[src/rtl/blink_sequencer.sv]
// LED step sequencer: walks a programmable {led, dur} table, timed by an internal prescaler.
// Define BLINK_SEQ_LOOP_EN to wrap back to entry 0 forever instead of a single pass ending in done.
module blink_sequencer #(
    parameter int unsigned PRESCALE = 12_000,
    parameter int unsigned STEPS    = 8,
    parameter int unsigned LED_W    = 3,
    parameter int unsigned DUR_W    = 8,
    localparam int unsigned AW      = $clog2(STEPS)
) (
    input  logic                   clk,
    input  logic                   rst,
    input  logic                   start,
    input  logic                   stop,
    input  logic                   pause,
    input  logic [AW-1:0]          last_step,
    input  logic                   wr_en,
    input  logic [AW-1:0]          wr_addr,
    input  logic [LED_W+DUR_W-1:0] wr_data,
    output logic [LED_W-1:0]       led,
    output logic [AW-1:0]          step,
    output logic                   busy,
    output logic                   done
);

    localparam int unsigned PW = $clog2(PRESCALE);
    localparam int unsigned EW = LED_W + DUR_W;
    localparam logic [PW-1:0] PMAX = PW'(PRESCALE - 1);

    typedef enum logic [1:0] {
        S_IDLE,
        S_RUN,
        S_PAUSED
    } state_t;

    state_t            state, state_n;
    logic [PW-1:0]     pcnt, pcnt_n;
    logic [DUR_W-1:0]  dcnt, dcnt_n;
    logic [AW-1:0]     last_q, last_n;
    logic [AW-1:0]     step_n;
    logic [LED_W-1:0]  led_n;
    logic              busy_n;
    logic              done_n;

    logic [EW-1:0]     tbl [STEPS];
    logic [EW-1:0]     ent0;
    logic [EW-1:0]     entn;

    // A zero duration is treated as a one-tick step.
    function automatic logic [DUR_W-1:0] eff_dur(input logic [EW-1:0] e);
        return (e[DUR_W-1:0] == '0) ? DUR_W'(1) : e[DUR_W-1:0];
    endfunction

    assign ent0 = tbl[0];
    assign entn = tbl[step + AW'(1)];

    // Pattern table; reads see the value from before a same-edge write.
    always_ff @(posedge clk or posedge rst) begin
        if (rst) begin
            for (int i = 0; i < STEPS; i++) begin
                tbl[i] <= '0;
            end
        end else if (wr_en) begin
            tbl[wr_addr] <= wr_data;
        end
    end

    always_ff @(posedge clk or posedge rst) begin
        if (rst) begin
            state  <= S_IDLE;
            pcnt   <= '0;
            dcnt   <= '0;
            last_q <= '0;
            step   <= '0;
            led    <= '0;
            busy   <= 1'b0;
            done   <= 1'b0;
        end else begin
            state  <= state_n;
            pcnt   <= pcnt_n;
            dcnt   <= dcnt_n;
            last_q <= last_n;
            step   <= step_n;
            led    <= led_n;
            busy   <= busy_n;
            done   <= done_n;
        end
    end

    always_comb begin
        state_n = state;
        pcnt_n  = pcnt;
        dcnt_n  = dcnt;
        last_n  = last_q;
        step_n  = step;
        led_n   = led;
        done_n  = 1'b0;

        case (state)
            S_IDLE: begin
                if (start) begin
                    state_n = S_RUN;
                    step_n  = '0;
                    led_n   = ent0[EW-1:DUR_W];
                    dcnt_n  = eff_dur(ent0);
                    pcnt_n  = '0;
                    last_n  = last_step;
                end
            end
            S_RUN, S_PAUSED: begin
                // The cycle pause drops is already a counting cycle.
                if (pause) begin
                    state_n = S_PAUSED;
                end else begin
                    state_n = S_RUN;
                    if (pcnt == PMAX) begin
                        pcnt_n = '0;
                        if (dcnt > DUR_W'(1)) begin
                            dcnt_n = dcnt - DUR_W'(1);
                        end else if (step != last_q) begin
                            step_n = step + AW'(1);
                            led_n  = entn[EW-1:DUR_W];
                            dcnt_n = eff_dur(entn);
                        end else begin
`ifdef BLINK_SEQ_LOOP_EN
                            step_n = '0;
                            led_n  = ent0[EW-1:DUR_W];
                            dcnt_n = eff_dur(ent0);
`else
                            state_n = S_IDLE;
                            step_n  = '0;
                            led_n   = '0;
                            dcnt_n  = '0;
                            done_n  = 1'b1;
`endif
                        end
                    end else begin
                        pcnt_n = pcnt + PW'(1);
                    end
                end
            end
            default: begin
                state_n = S_IDLE;
            end
        endcase

        // stop overrides everything else in the cycle
        if (stop) begin
            state_n = S_IDLE;
            step_n  = '0;
            led_n   = '0;
            pcnt_n  = '0;
            dcnt_n  = '0;
            done_n  = 1'b0;
        end

        busy_n = (state_n != S_IDLE);
    end

endmodule

[config.mk]
export PLATFORM = sky130hd
export DESIGN_NAME = blink_sequencer
export DESIGN_NICKNAME = d
export VERILOG_FILES = /design/src/rtl/blink_sequencer.sv
export SDC_FILE = /design/constraint.sdc
export NUM_CORES = 1
export LEC_CHECK = 0
export BUFFER_PORTS_ARGS = -buffer_cell sky130_fd_sc_hd__buf_2
export CAP_MARGIN = 15
export CORE_UTILIZATION = 50
export CTS_CLUSTER_SIZE = 24
export DETAILED_ROUTE_END_ITERATION = 12
export PLACE_DENSITY = 0.77
export SETUP_SLACK_MARGIN = 0.4
export SYNTH_ARGS = -nofsm -noshare
export SYNTH_HDL_FRONTEND = slang
export SYNTH_SLANG_ARGS = --single-unit
[constraint.sdc]
create_clock -name clk -period 4.99 [get_ports clk]
set_input_delay 1.2475 -clock clk [delete_from_list [all_inputs] [get_ports clk]]
set_output_delay 1.2475 -clock clk [all_outputs]
set_load 0.02 [all_outputs]
# ---- After elaboration in Yosys (flattened, before gate mapping)
# Index checks and enable logic that the tools add are counted.
dict set report totals {
  out_inout_bits 8
  inputBits 23
  reg_bits 123
  wordCells 91
}
dict set report classes {
  n_lt_le_gt_ge 4
  addsub 3
  bitwise 2
  n_reduce_logical 11
  n_eq_ne 8
  muxes 47
}
# cell n
set op_table {}
lappend op_table {{bitwise mux 88 bit} 1}
lappend op_table {{two-way mux 8 bit} 8}
lappend op_table {{two-way mux 14 bit} 4}
lappend op_table {{two-way mux 3 bit} 12}
lappend op_table {{binary-select mux 11 bit (select 3 bit)} 1}
lappend op_table {{demux 11 bit (select 3 bit)} 1}
lappend op_table {{two-way mux 11 bit} 3}
lappend op_table {{case mux 14 bit (2 select lines)} 1}
lappend op_table {{logical NOT 8 bit} 2}
lappend op_table {{case mux 8 bit (2 select lines)} 1}
lappend op_table {{adder 14 x 1 -> 14 bit (second input constant)} 1}
lappend op_table {{equality test 14 bit (second input constant)} 1}
lappend op_table {{!= test 3 bit (second input constant)} 4}
lappend op_table {{case mux 3 bit (2 select lines)} 2}
lappend op_table {{two-way mux 1 bit} 9}
lappend op_table {{>= comparator 4 bit (second input constant)} 2}
lappend op_table {{> comparator 8 x 1 -> 1 bit (second input constant)} 1}
lappend op_table {{NOT 3 -> 4 bit} 2}
lappend op_table {{subtractor 8 x 1 -> 8 bit (second input constant)} 1}
lappend op_table {{two-way mux 2 bit} 3}
lappend op_table {{AND reduction 5 bit} 1}
lappend op_table {{less-than comparator 4 x 1 -> 1 bit (second input constant)} 1}
lappend op_table {{case mux 2 bit (2 select lines)} 1}
lappend op_table {{AND reduction 4 bit} 1}
lappend op_table {{other kinds (11)} 11}

# ---- Logic depth before layout (Yosys ltp)
# Gate-level depths: netlist (run 1).
dict set report depth {
  depth_word 13
  depth_mapped 9
  depth_no_buf 8
}

# ---- Least setup slack after synthesis (run 1)
# Ideal clock, no wire load.
dict set report synth_path {
  path_kind {input port to flip-flop}
  from {input port stop}
  to {register dcnt[6]}
  stages 8
  t_required_ns 4.868
  setup_slack_ns 2.163
  path_buffers 3
  setup_time_ns 0.122
  arrival_ns 2.705
  cell_sequence {clkbuf_1 nand2b_1 clkbuf_1 o21ai_1 clkbuf_1 nor2_1 o2111ai_1 nand2_1}
}
dict set report synth_via {
  elab_chain_cells 2
  elab_cells_between_ends 6
  cone_classes {eq/ne (3); mux (1); reduce/logical (2)}
}
# item line
set synth_rtl {}
lappend synth_rtl {{from (decl)} 13} ;# input logic stop,
lappend synth_rtl {{!= test 3 bit (no source line) / nonzero test 3 bit (equally long branches)} --}
lappend synth_rtl {{AND reduction 4 bit (no source line)} --}
lappend synth_rtl {{to (signal assigned)} 80} ;# dcnt <= dcnt_n;
lappend synth_rtl {{to (decl)} 37} ;# logic [DUR_W-1:0] dcnt, dcnt_n;
# Several ways; a longest one is shown, not always the timed one.
# A chain may end at the register's enable or synchronous reset.

# ---- Worst setup path after layout (run 1)
dict set report layout_path {
  from {register state[0]}
  to {register pcnt[10]}
}
dict set report layout_via {
  elab_chain_cells 4
  elab_cells_between_ends 10
  cone_classes {eq/ne (4); mux (2); reduce/logical (4)}
}
# item line
set layout_rtl {}
lappend layout_rtl {{from (decl)} 35} ;# state_t state, state_n;
lappend layout_rtl {{from (signal assigned)} 78} ;# state <= state_n;
lappend layout_rtl {{equality test 2 x 1 -> 1 bit / equality test 2 bit (equally long branches)} 98} ;# case (state)
lappend layout_rtl {{OR reduction 2 bit} 98}
lappend layout_rtl {{!= test 3 bit (no source line), or another cell as far along} --}
lappend layout_rtl {{AND reduction 3 bit (no source line) / two-way mux 14 bit (equally long branches)} --}
lappend layout_rtl {{to (signal assigned)} 79} ;# pcnt <= pcnt_n;
lappend layout_rtl {{to (decl)} 36} ;# logic [PW-1:0] pcnt, pcnt_n;
# Several ways; a longest one is shown, not always the timed one.

==> results of run 1 <==
-- path summary, 6_finish.rpt --
| check | from | endpoint | slack [ps] | depth (start not counted) |
|---|---|---|---|---|
| max | state[0] | pcnt[10] | 2040 | 8 |
| min | tbl[24] | tbl[24] | 500 | 1 |
| max reg2reg | state[0] | pcnt[10] | 2040 | 8 |
| min reg2reg | tbl[24] | tbl[24] | 500 | 1 |
| max in group asynchronous | rst | tbl[49] | 3110 | 3 |
| min in group asynchronous | rst | pcnt[1] | 950 | 2 |
-- per-stage QoR --
step | setup slack (ps) | power [uW] | util | area, um^2
2_1_floorplan | 471.6 | 2001 | - | 6122
3_3_place_gp | 2002 | 2178 | 0.5386 | 6442
3_5_place_dp | 1966 | 2232 | 0.5386 | 6442
4_1_cts | 2030 | 3403 | 0.5865 | 7015
5_1_grt | 1843 | 3553 | 0.5865 | 7015
6_report | 2039 | 3392 | 0.5865 | 7015
-- per-layer routing --
metal / GRT usage / share of wire / routed length, um
met1: 0.3162 / 0.45 / 6076
met2: 0.3704 / 0.49 / 6636
met3: 0.06317 / 0.040 / 543
met4: 0.08444 / 0.017 / 225
met5: 0 / 0 / 0
-- cells in the final DEF (no fill, tap or decap), drive strengths merged, types with 2 or more instances in the layout --
| cell type | synthesis | layout |
|---|---|---|
| a211oi | 4 | 4 |
| a21oi | 9 | 9 |
| a221o | 3 | 3 |
| a22o | 2 | 2 |
| a31oi | 2 | 2 |
| and3 | 2 | 2 |
| buf | 8 | 39 |
| clkbuf | 16 | 19 |
| clkinv | 0 | 8 |
| clkinvlp | 0 | 3 |
| dfrtp | 123 | 123 |
| ha | 6 | 6 |
| inv | 12 | 13 |
| mux2 | 89 | 89 |
| mux2i | 11 | 11 |
| mux4 | 22 | 22 |
| nand2 | 22 | 22 |
| nand2b | 7 | 7 |
| nand3 | 8 | 8 |
| nand4 | 5 | 5 |
| nand4b | 4 | 4 |
| nor2 | 24 | 24 |
| nor3 | 19 | 19 |
| nor3b | 8 | 8 |
| nor4 | 5 | 5 |
| o211ai | 3 | 3 |
| o21ai | 22 | 22 |
| o221a | 3 | 3 |
| o22ai | 3 | 3 |
| o31ai | 3 | 3 |
| o41ai | 3 | 3 |
| or2 | 2 | 2 |
| or3b | 2 | 2 |
| or4 | 2 | 2 |
| xnor2 | 7 | 7 |
| xor2 | 7 | 7 |
-- registers in the layout, indices dropped and copies added (netlist names) --
| signal | cells |
|---|---|
| tbl | 77 |
| pcnt | 14 |
| ent0 | 11 |
| dcnt | 8 |
| last_q | 3 |
| led | 3 |
| step | 3 |
| state | 2 |
| busy | 1 |
| done | 1 |
-- worst max-delay path, cell delays in order, from the launching register on --
cell and delay, ps:
dfrtp_1 360, inv_1 50, ha_1 790, or2_2 260
a31oi_1 300, or3b_2 620, nor3_1 240, xnor2_1 160
nor2_1 50
-- power breakdown --
part,internal [uW],switching [uW]
clock,711,453
combinational,416,434
sequential,1210,170
total,2330,1060
-- logic make-up after synthesis --
family / Yosys count / synth area share
buffers and inverters: 36 / 0.02473
DFF: 123 / 0.5028
AOI/OAI and AO/OA: 65 / 0.07562
muxes: 122 / 0.2626
xor gates and xnor gates: 14 / 0.02003
adders and majority gates: 6 / 0.01226
and+or+nand+nor: 115 / 0.1020
-- area by class of cell --
cell class / instances / area (um^2)
Clock buffer: 19 / 452.9
Clock inverter: 13 / 120.1
Fill cell: 926 / 4946
Inverter: 12 / 47.55
Multi-Input combinational cell: 322 / 2915
Sequential cell: 123 / 3078
Tap cell: 147 / 183.9
Timing Repair Buffer: 39 / 217.7
==> results.sh, run 1 <==
export IMPL_status="complete, no violations"
export IMPL_syn_area_um2=6122
export IMPL_power_density_nw_per_um2=483.5
export IMPL_avgRoutedWirePerCell_um=19.97
export IMPL_max_freq_ghz=0.3388
export IMPL_drive_gt1_frac=0.3750
export IMPL_grt_total_usage=0.2357
export IMPL_core_um2=11960
export IMPL_rows=40
export IMPL_synth_edf_count=0
export IMPL_synth_area_per_cell_um2=12.73
export IMPL_port_buffers=30
export IMPL_cts_buffer_depth=2
export IMPL_synth_most_common_cell="dfrtp_1"
export IMPL_synthArstFlopShare=1.000
export IMPL_nets=544
export IMPL_ctsResizeCount=0
export IMPL_grt_pass1_vias=4326
export IMPL_synth_area_leaders="dfrtp_1 (50%), mux2_2 (16%), mux4_2 (8.1%)"
export IMPL_p_leak_uw=0.002896
export IMPL_die_area_um2=12690
export IMPL_clkLatencyLatePin_ps=420
export IMPL_detailed_place_hpwl_mm=9.032
export IMPL_htreeDepth=4
export IMPL_initial_core_util=0.5118
export IMPL_dp_cells=643
export IMPL_fin_crit_ps=2951
export IMPL_finalClockSkew_ps=5.680
export IMPL_antennaDiodeCount=0
export IMPL_grt_first_pass_wirelength_mm=22.51
export IMPL_cp_arrival_ps=3250
export IMPL_die_h_um=112.7
export IMPL_cap_violations=0
export IMPL_ys_seq_area_frac=0.5028
export IMPL_holdWs_ps=501.3
export IMPL_grt_overflow=0
export IMPL_ys_flop_type="dfrtp_1"
export IMPL_path_clk_slew_ps=50
export IMPL_routed_wl_mm=13.48
export IMPL_drtPass1Iterations=5
export IMPL_cts_hold_buf=0
export IMPL_clock_sinks=123
export IMPL_ant_nets=0
export IMPL_route_detailed_drc=0
export IMPL_critical_path_class="flip-flop to flip-flop"
export IMPL_ios=31
export IMPL_area_delta_synth_final_pct=14.59
export IMPL_synth_seq_cells=123
export IMPL_synth_common_cells="dfrtp_1 (123), mux2_2 (89), nor2_1 (24), mux4_2 (22), nand2_1 (22)"
export IMPL_fp_dieW_um=112.7
export IMPL_cts_root_buffer="clkbuf_16"
export IMPL_synthCells=481
export IMPL_final_cell_count_no_fill=675
export IMPL_drtIter0Drc=366
export IMPL_cts_setup_buffers=0
export IMPL_cts_buffers=17
export IMPL_cts_tree="yes"
export IMPL_cp_required_ps=5290
export IMPL_via_count=4189
export IMPL_critical_path_peak_fanout=25
export IMPL_cp_start_kind="flip-flop"
export IMPL_relSlewSlack=0.3240
export IMPL_finalSetupTns_ps=0
export IMPL_vdd_drop_max_mv=0.2885
export IMPL_yosysWarnings=0
export IMPL_yosysTopAreaCell="dfrtp_1"
export IMPL_end_kind="flip-flop"
export IMPL_yosysTopAreaCellShare=0.5028
export IMPL_period_share=0.5914
export IMPL_grt_max_degree=58
export IMPL_drv_slew=0
export IMPL_avgViaCountPerCell=6.206
export IMPL_gp_congestion=0.8598
export IMPL_antenna_found_initial=0
export IMPL_hold_violations=0
export IMPL_hold_path_class="flip-flop to flip-flop"
export IMPL_worst_pin_slew_ps=1010
export IMPL_synth_cell_types=54
export IMPL_syn_nets=510
export IMPL_grt_setup_unrepaired="false"
export IMPL_finalSetupViolations=0
Power figures use the tool's default switching activity.
==> run 2, diff against run 1 <==
clock period = 2.9 ns   (was 4.99 ns; I/O delays follow)
==> run 2 against run 1 <==
  * Combinational power up 87%
  * Total power up 84%
  * Critical endpoint is now dcnt[0]
  * Cell count up 2.1%
  * Register-to-register slack worse by 1600 ps
  * Flip-flop and latch count unchanged
==> results.sh, run 2 (synthesized netlist as in run 1, its figures left out) <==
export IMPL_status="complete, no violations"
export IMPL_core_um2=11960
export IMPL_detailed_place_hpwl_mm=9.066
export IMPL_p_int_uw=4360
export IMPL_avgRoutedWirePerCell_um=20.49
export IMPL_path_clk_slew_ps=60
export IMPL_clock_sinks=123
export IMPL_gp_congestion=0.8540
export IMPL_reg2regPathDepth=8
export IMPL_vdd_drop_max_mv=0.7119
export IMPL_grt_setup_unrepaired="true"
export IMPL_die_area_um2=12690
export IMPL_grt_pass1_vias=4561
export IMPL_drive_gt1_frac=0.4133
export IMPL_drtPass1Iterations=6
export IMPL_reg2reg_from="step[1]"
export IMPL_worst_pin_slew_ps=711.4
export IMPL_route_detailed_drc=0
export IMPL_max_freq_ghz=0.4112
export IMPL_final_common_cell="dfrtp_1"
export IMPL_largest_register_ffs=77
export IMPL_top_register="tbl"
export IMPL_cts_hold_buf=0
export IMPL_routed_wl_mm=14.12
export IMPL_setup_worst_path_end="dcnt[0]"
export IMPL_htreeDepth=4
export IMPL_cts_root_buffer="clkbuf_16"
export IMPL_die_h_um=112.7
export IMPL_critical_path_max_stage_delay_ps=530
export IMPL_grt_total_usage=0.2405
export IMPL_grt_first_pass_wirelength_mm=23.09
export IMPL_path_cells="ha_4 > xor2_4 > buf_12 > mux4_2 > mux2i_2 > nand4_1 > o211ai_1 > a22o_1"
export IMPL_seq_power_share=0.381
export IMPL_cp_arrival_ps=2780
export IMPL_avgViaCountPerCell=6.270
export IMPL_via_count=4320
export IMPL_cp_start_kind="flip-flop"
export IMPL_final_cell_mix="dfrtp_1 (123), mux2_2 (89), buf_2 (30)"
export IMPL_power_density_nw_per_um2=849.1
export IMPL_total_power_uw=6232
export IMPL_rr_endpoint="dcnt[0]"
export IMPL_ant_nets=0
export IMPL_hold_violations=0
export IMPL_finalSetupViolations=0
export IMPL_finalClockSkew_ps=7.537
export IMPL_fillCellCount=875
export IMPL_critPathLaunch="step[1]"
export IMPL_drv_slew=0
export IMPL_rows=40
export IMPL_cts_tree="yes"
export IMPL_hold_path_class="input pin to async pin"
export IMPL_p_leak_uw=0.003042
export IMPL_p_sw_uw=1872
export IMPL_clkLatencyLatePin_ps=410
export IMPL_drtIter0Drc=288
export IMPL_cts_buffer_depth=2
export IMPL_reg2reg_slack_ps=470
export IMPL_fp_dieW_um=112.7
export IMPL_ios=31
export IMPL_grt_max_degree=57
export IMPL_antenna_found_initial=0
export IMPL_cts_buffers=17
export IMPL_grt_overflow=0
export IMPL_antennaDiodeCount=0
export IMPL_cap_violations=0
export IMPL_fin_crit_ps=2432
export IMPL_cp_required_ps=3250
export IMPL_period_share=0.8386
export IMPL_critical_path_class="flip-flop to flip-flop"
export IMPL_comb_power_share=0.255
export IMPL_initial_core_util=0.5118
export IMPL_nets=559
export IMPL_relSlewSlack=0.5247
export IMPL_area_delta_synth_final_pct=19.89
export IMPL_p_clk_frac=0.364
export IMPL_critPathSlowestCell="mux4_2"
export IMPL_swShare=0.3004
export IMPL_finalSetupTns_ps=0
export IMPL_port_buffers=30
export IMPL_critical_path_peak_fanout=11
export IMPL_end_kind="flip-flop"
-- run 2: worst min-delay path by stage --
stage	cells after the start	end	from
2_1_floorplan	1	tbl[53]	tbl[53]
3_3_place_gp	1	tbl[18]	tbl[18]
3_5_place_dp	1	tbl[43]	tbl[43]
4_1_cts	2	done	rst
5_1_grt	2	state[1]	rst
6_report	2	state[1]	rst
-- run 2: final cells by class --
| class | count | area, um^2 | area share |
|---|---|---|---|
| clock buffer | 19 | 452.9 | 0.06171 |
| multi-input combinational | 322 | 3003 | 0.4091 |
| tap | 147 | 183.9 | 0.02506 |
| inverter | 12 | 48.80 | 0.006648 |
| sequential | 123 | 3078 | 0.4194 |
| timing repair buffer | 54 | 385.4 | 0.05251 |
| clock inverter | 12 | 187.7 | 0.02557 |
-- run 2: metrics by stage --
step                hold WS (ps)  std cells  cell area, um^2  utilization  worst slack [ps]
global placement           482.5        655             6566       0.5490             397.3
finish                     424.1        689             7340       0.6136             468.1
detailed placement         493.8        655             6566       0.5490             290.5
floorplan                  473.8        481             6135            -             421.1
global route               464.5        689             7340       0.6136             372.1
CTS                        440.6        686             7223       0.6039             403.0
-- run 2: timing repair --
action / CTS / global route
pin swaps: 0 / 2
buffers inserted: 0 / 2
resized for setup: 4 / 14
endpoints found under the setup margin: 7 / 7
cloned: 0 / 1
-- run 2: power groups by stage --
stage | combinational [uW] | clock, uW | sequential, uW
floorplan | 1130 | 0 | 2310
global placement | 1450 | 0 | 2350
detailed placement | 1500 | 0 | 2380
CTS | 1530 | 2290 | 2360
global route | 1720 | 2380 | 2420
finish | 1590 | 2270 | 2370
-- run 2: critical path, delay by kind of cell (launching register included) --
kind | cells | cell delay [ps]
buffers and inverters | 1 | 200
xor gates and xnor gates | 1 | 230
and+or+nand+nor | 1 | 160
muxes | 2 | 770
adders and majority gates | 1 | 200
AOI/OAI and AO/OA | 2 | 350
DFF | 1 | 450
-- run 2: routing by layer --
layer | vias up | global-route usage | wire length [um]
met4 | 0 | 0.08533 | 260
met1 | 2220 | 0.2964 | 5802
met5 | - | 0 | 0
met3 | 33 | 0.06695 | 818
met2 | 164 | 0.4066 | 7240
li1 | 1903 | - | -
==> run 3, diff against run 2 <==
ABC_AREA = 1   (was unset)
PLACE_DENSITY = 0.8   (was 0.77)
clock period = 2.11 ns   (was 2.9 ns; I/O delays follow)
==> run 3 against run 2 <==
  * Die area rose by 4.5%
  * Global-route usage is 1.4 points higher
  * Routed wire length grew 10%
  * Synthesized area grew 4.5%
  * Largest cell class unchanged
==> results.sh, run 3 <==
export IMPL_synthArstFlopShare=1.000
export IMPL_antennaDiodeCount=0
export IMPL_clock_sinks=123
export IMPL_p_leak_uw=0.003792
export IMPL_synth_cell_types=37
export IMPL_cts_tree="yes"
export IMPL_yosysTopAreaCell="dfrtp_1"
export IMPL_ios=31
export IMPL_port_buffers=30
export IMPL_grt_first_pass_wirelength_mm=25.72
export IMPL_cp_arrival_ps=2260
export IMPL_final_cell_mix="nand2_1 (236), dfrtp_1 (121), o21ai_0 (117)"
export IMPL_hold_violations=0
export IMPL_cp_required_ps=2470
export IMPL_final_common_cell="nand2_1"
export IMPL_core_um2=12260
export IMPL_grt_setup_unrepaired="true"
export IMPL_synth_common_cells="nand2_1 (244), dfrtp_1 (123), o21ai_0 (120), inv_1 (100), nand3_1 (61)"
export IMPL_routed_wl_mm=15.59
export IMPL_largest_register_ffs=77
export IMPL_ant_nets=0
export IMPL_synthCells=831
export IMPL_synth_most_common_cell="nand2_1"
export IMPL_synth_seq_cells=123
export IMPL_antenna_found_initial=0
export IMPL_detailed_place_hpwl_mm=9.367
export IMPL_top_register="tbl"
export IMPL_avgRoutedWirePerCell_um=14.66
export IMPL_die_area_um2=13260
export IMPL_cap_violations=0
export IMPL_cp_start_kind="flip-flop"
export IMPL_route_detailed_drc=0
export IMPL_total_power_uw=9134
export IMPL_holdWs_ps=287.2
export IMPL_path_clk_slew_ps=50
export IMPL_final_cell_count_no_fill=1064
export IMPL_grt_pass1_vias=5367
export IMPL_drtIter0Drc=552
export IMPL_die_h_um=115.1
export IMPL_relSlewSlack=0.5025
export IMPL_avgViaCountPerCell=5.381
export IMPL_area_delta_synth_final_pct=21.41
export IMPL_synth_area_per_cell_um2=7.701
export IMPL_synth_edf_count=0
export IMPL_nets=912
export IMPL_period_share=0.8972
export IMPL_vdd_drop_max_mv=0.7785
export IMPL_cts_buffers=17
export IMPL_rows=40
export IMPL_initial_core_util=0.5219
export IMPL_power_density_nw_per_um2=1176
export IMPL_dp_cells=1006
export IMPL_via_count=5725
export IMPL_finalClockSkew_ps=7.463
export IMPL_finalSetupViolations=0
export IMPL_met1_usage=0.3293
export IMPL_ys_flop_type="dfrtp_1"
export IMPL_drv_slew=0
export IMPL_grt_max_degree=124
export IMPL_cts_hold_buf=0
export IMPL_yosysWarnings=0
export IMPL_hold_path_class="input pin to async pin"
export IMPL_end_kind="flip-flop"
export IMPL_drtPass1Iterations=5
export IMPL_ys_seq_area_frac=0.4809
export IMPL_max_freq_ghz=0.5283
export IMPL_fp_dieW_um=115.1
export IMPL_fin_util=0.6337
export IMPL_syn_nets=860
export IMPL_critical_path_class="flip-flop to flip-flop"
export IMPL_drive_gt1_frac=0.1908
export IMPL_status="complete, no violations"
export IMPL_clkLatencyLatePin_ps=430
export IMPL_critical_path_peak_fanout=14
export IMPL_met2_usage=0.3984
export IMPL_synth_area_leaders="dfrtp_1 (48%), nand2_1 (14%), o21ai_0 (9.4%)"
export IMPL_syn_area_um2=6400
export IMPL_grt_busiest_layer="met2"
export IMPL_yosysTopAreaCellShare=0.4809
export IMPL_fin_crit_ps=1893
export IMPL_worst_pin_slew_ps=744.5
export IMPL_cts_root_buffer="clkbuf_16"
export IMPL_grt_overflow=0
export IMPL_finalSetupTns_ps=0
export IMPL_cts_buffer_depth=2
export IMPL_grt_use_met3=0.05693
export IMPL_grt_total_usage=0.2542
export IMPL_htreeDepth=4
export IMPL_gp_congestion=0.8798
==> run 3: cell types whose count changed after synthesis, moves of 8 or more <==
| cell | delta |
|---|---|
| nor3_1 | -11 |
| o21ai_2 | +10 |
| nor2_1 | +23 |
| nand3_1 | +53 |
| o21ai_0 | +99 |
| mux4_2 | -22 |
| nand2_1 | +222 |
| mux2_2 | -86 |
| inv_1 | +88 |
| nor3b_1 | -8 |
| mux2i_1 | -11 |
==> run 3: metal layers <==
metal,vias up,part of all wire
met5,-,0
met4,0,0.032
met3,47,0.059
met2,221,0.47
met1,2681,0.44
li1,2776,-
==> run 3: where the power goes <==
part           total, uW  switching, uW  internal, uW  leakage [uW]
combinational       3180           1880          1300       0.00194
clock               2900           1080          1820      0.000281
sequential          3060            264          2800       0.00157
total               9130           3220          5910       0.00379
==> run 3: logic make-up after synthesis <==
logic type,share of synthesized area
adders and majority gates,0.01173
buffers and inverters,0.09638
DFF,0.4809
AOI/OAI and AO/OA,0.1394
muxes,0.005278
and+or+nand+nor,0.2528
xor gates and xnor gates,0.01349
==> run 3: repair_timing <==
| action | 4_1_cts | 5_1_grt |
|---|---|---|
| gates resized for setup | 20 | 41 |
| setup endpoints to repair | 24 | 27 |
| cloned | 1 | 1 |
| buffers inserted | 15 | 9 |
| pin swaps | 7 | 11 |
==> run 3: critical path, stage by stage, from the launching register on <==
cell	delay, ps
dfrtp_1	360
inv_2	60
ha_4	300
inv_8	60
o21ai_2	120
o21ai_2	90
nand2_4	110
inv_4	70
nor2_4	210
inv_6	90
nor2_8	160
nand3_2	120
nand2_1	80
==> run 3: through the flow <==
step / cell area [um^2] / worst slack, ps
after detailed placement: 6728 / 165.4
after CTS: 7551 / 250.7
final: 7770 / 217.0
after global placement: 6728 / 183.7
after global routing: 7770 / 142.9
after floorplan: 6420 / 71.19
==> run 3: worst paths after layout <==
kind	startpoint	slack, ps	cells after the start	to
setup / recovery	state[1]	220	12	dcnt[3]
hold / removal	rst	290	3	tbl[10]
setup reg to reg	state[1]	220	12	dcnt[3]
hold reg to reg	tbl[42]	480	2	tbl[42]
max in group asynchronous	rst	1340	3	step[1]
min in group clk	pause	290	2	done
==> run 3: cell type report <==
| type | instances | area, um^2 |
|---|---|---|
| flip-flops and latches | 123 | 3080 |
| clock buffers | 21 | 470.5 |
| clock inverters | 11 | 118.9 |
| well taps | 168 | 210.2 |
| fillers | 987 | 4492 |
| inverters | 104 | 414.1 |
| multi-input cells | 564 | 2879 |
| repair buffers | 73 | 596.8 |
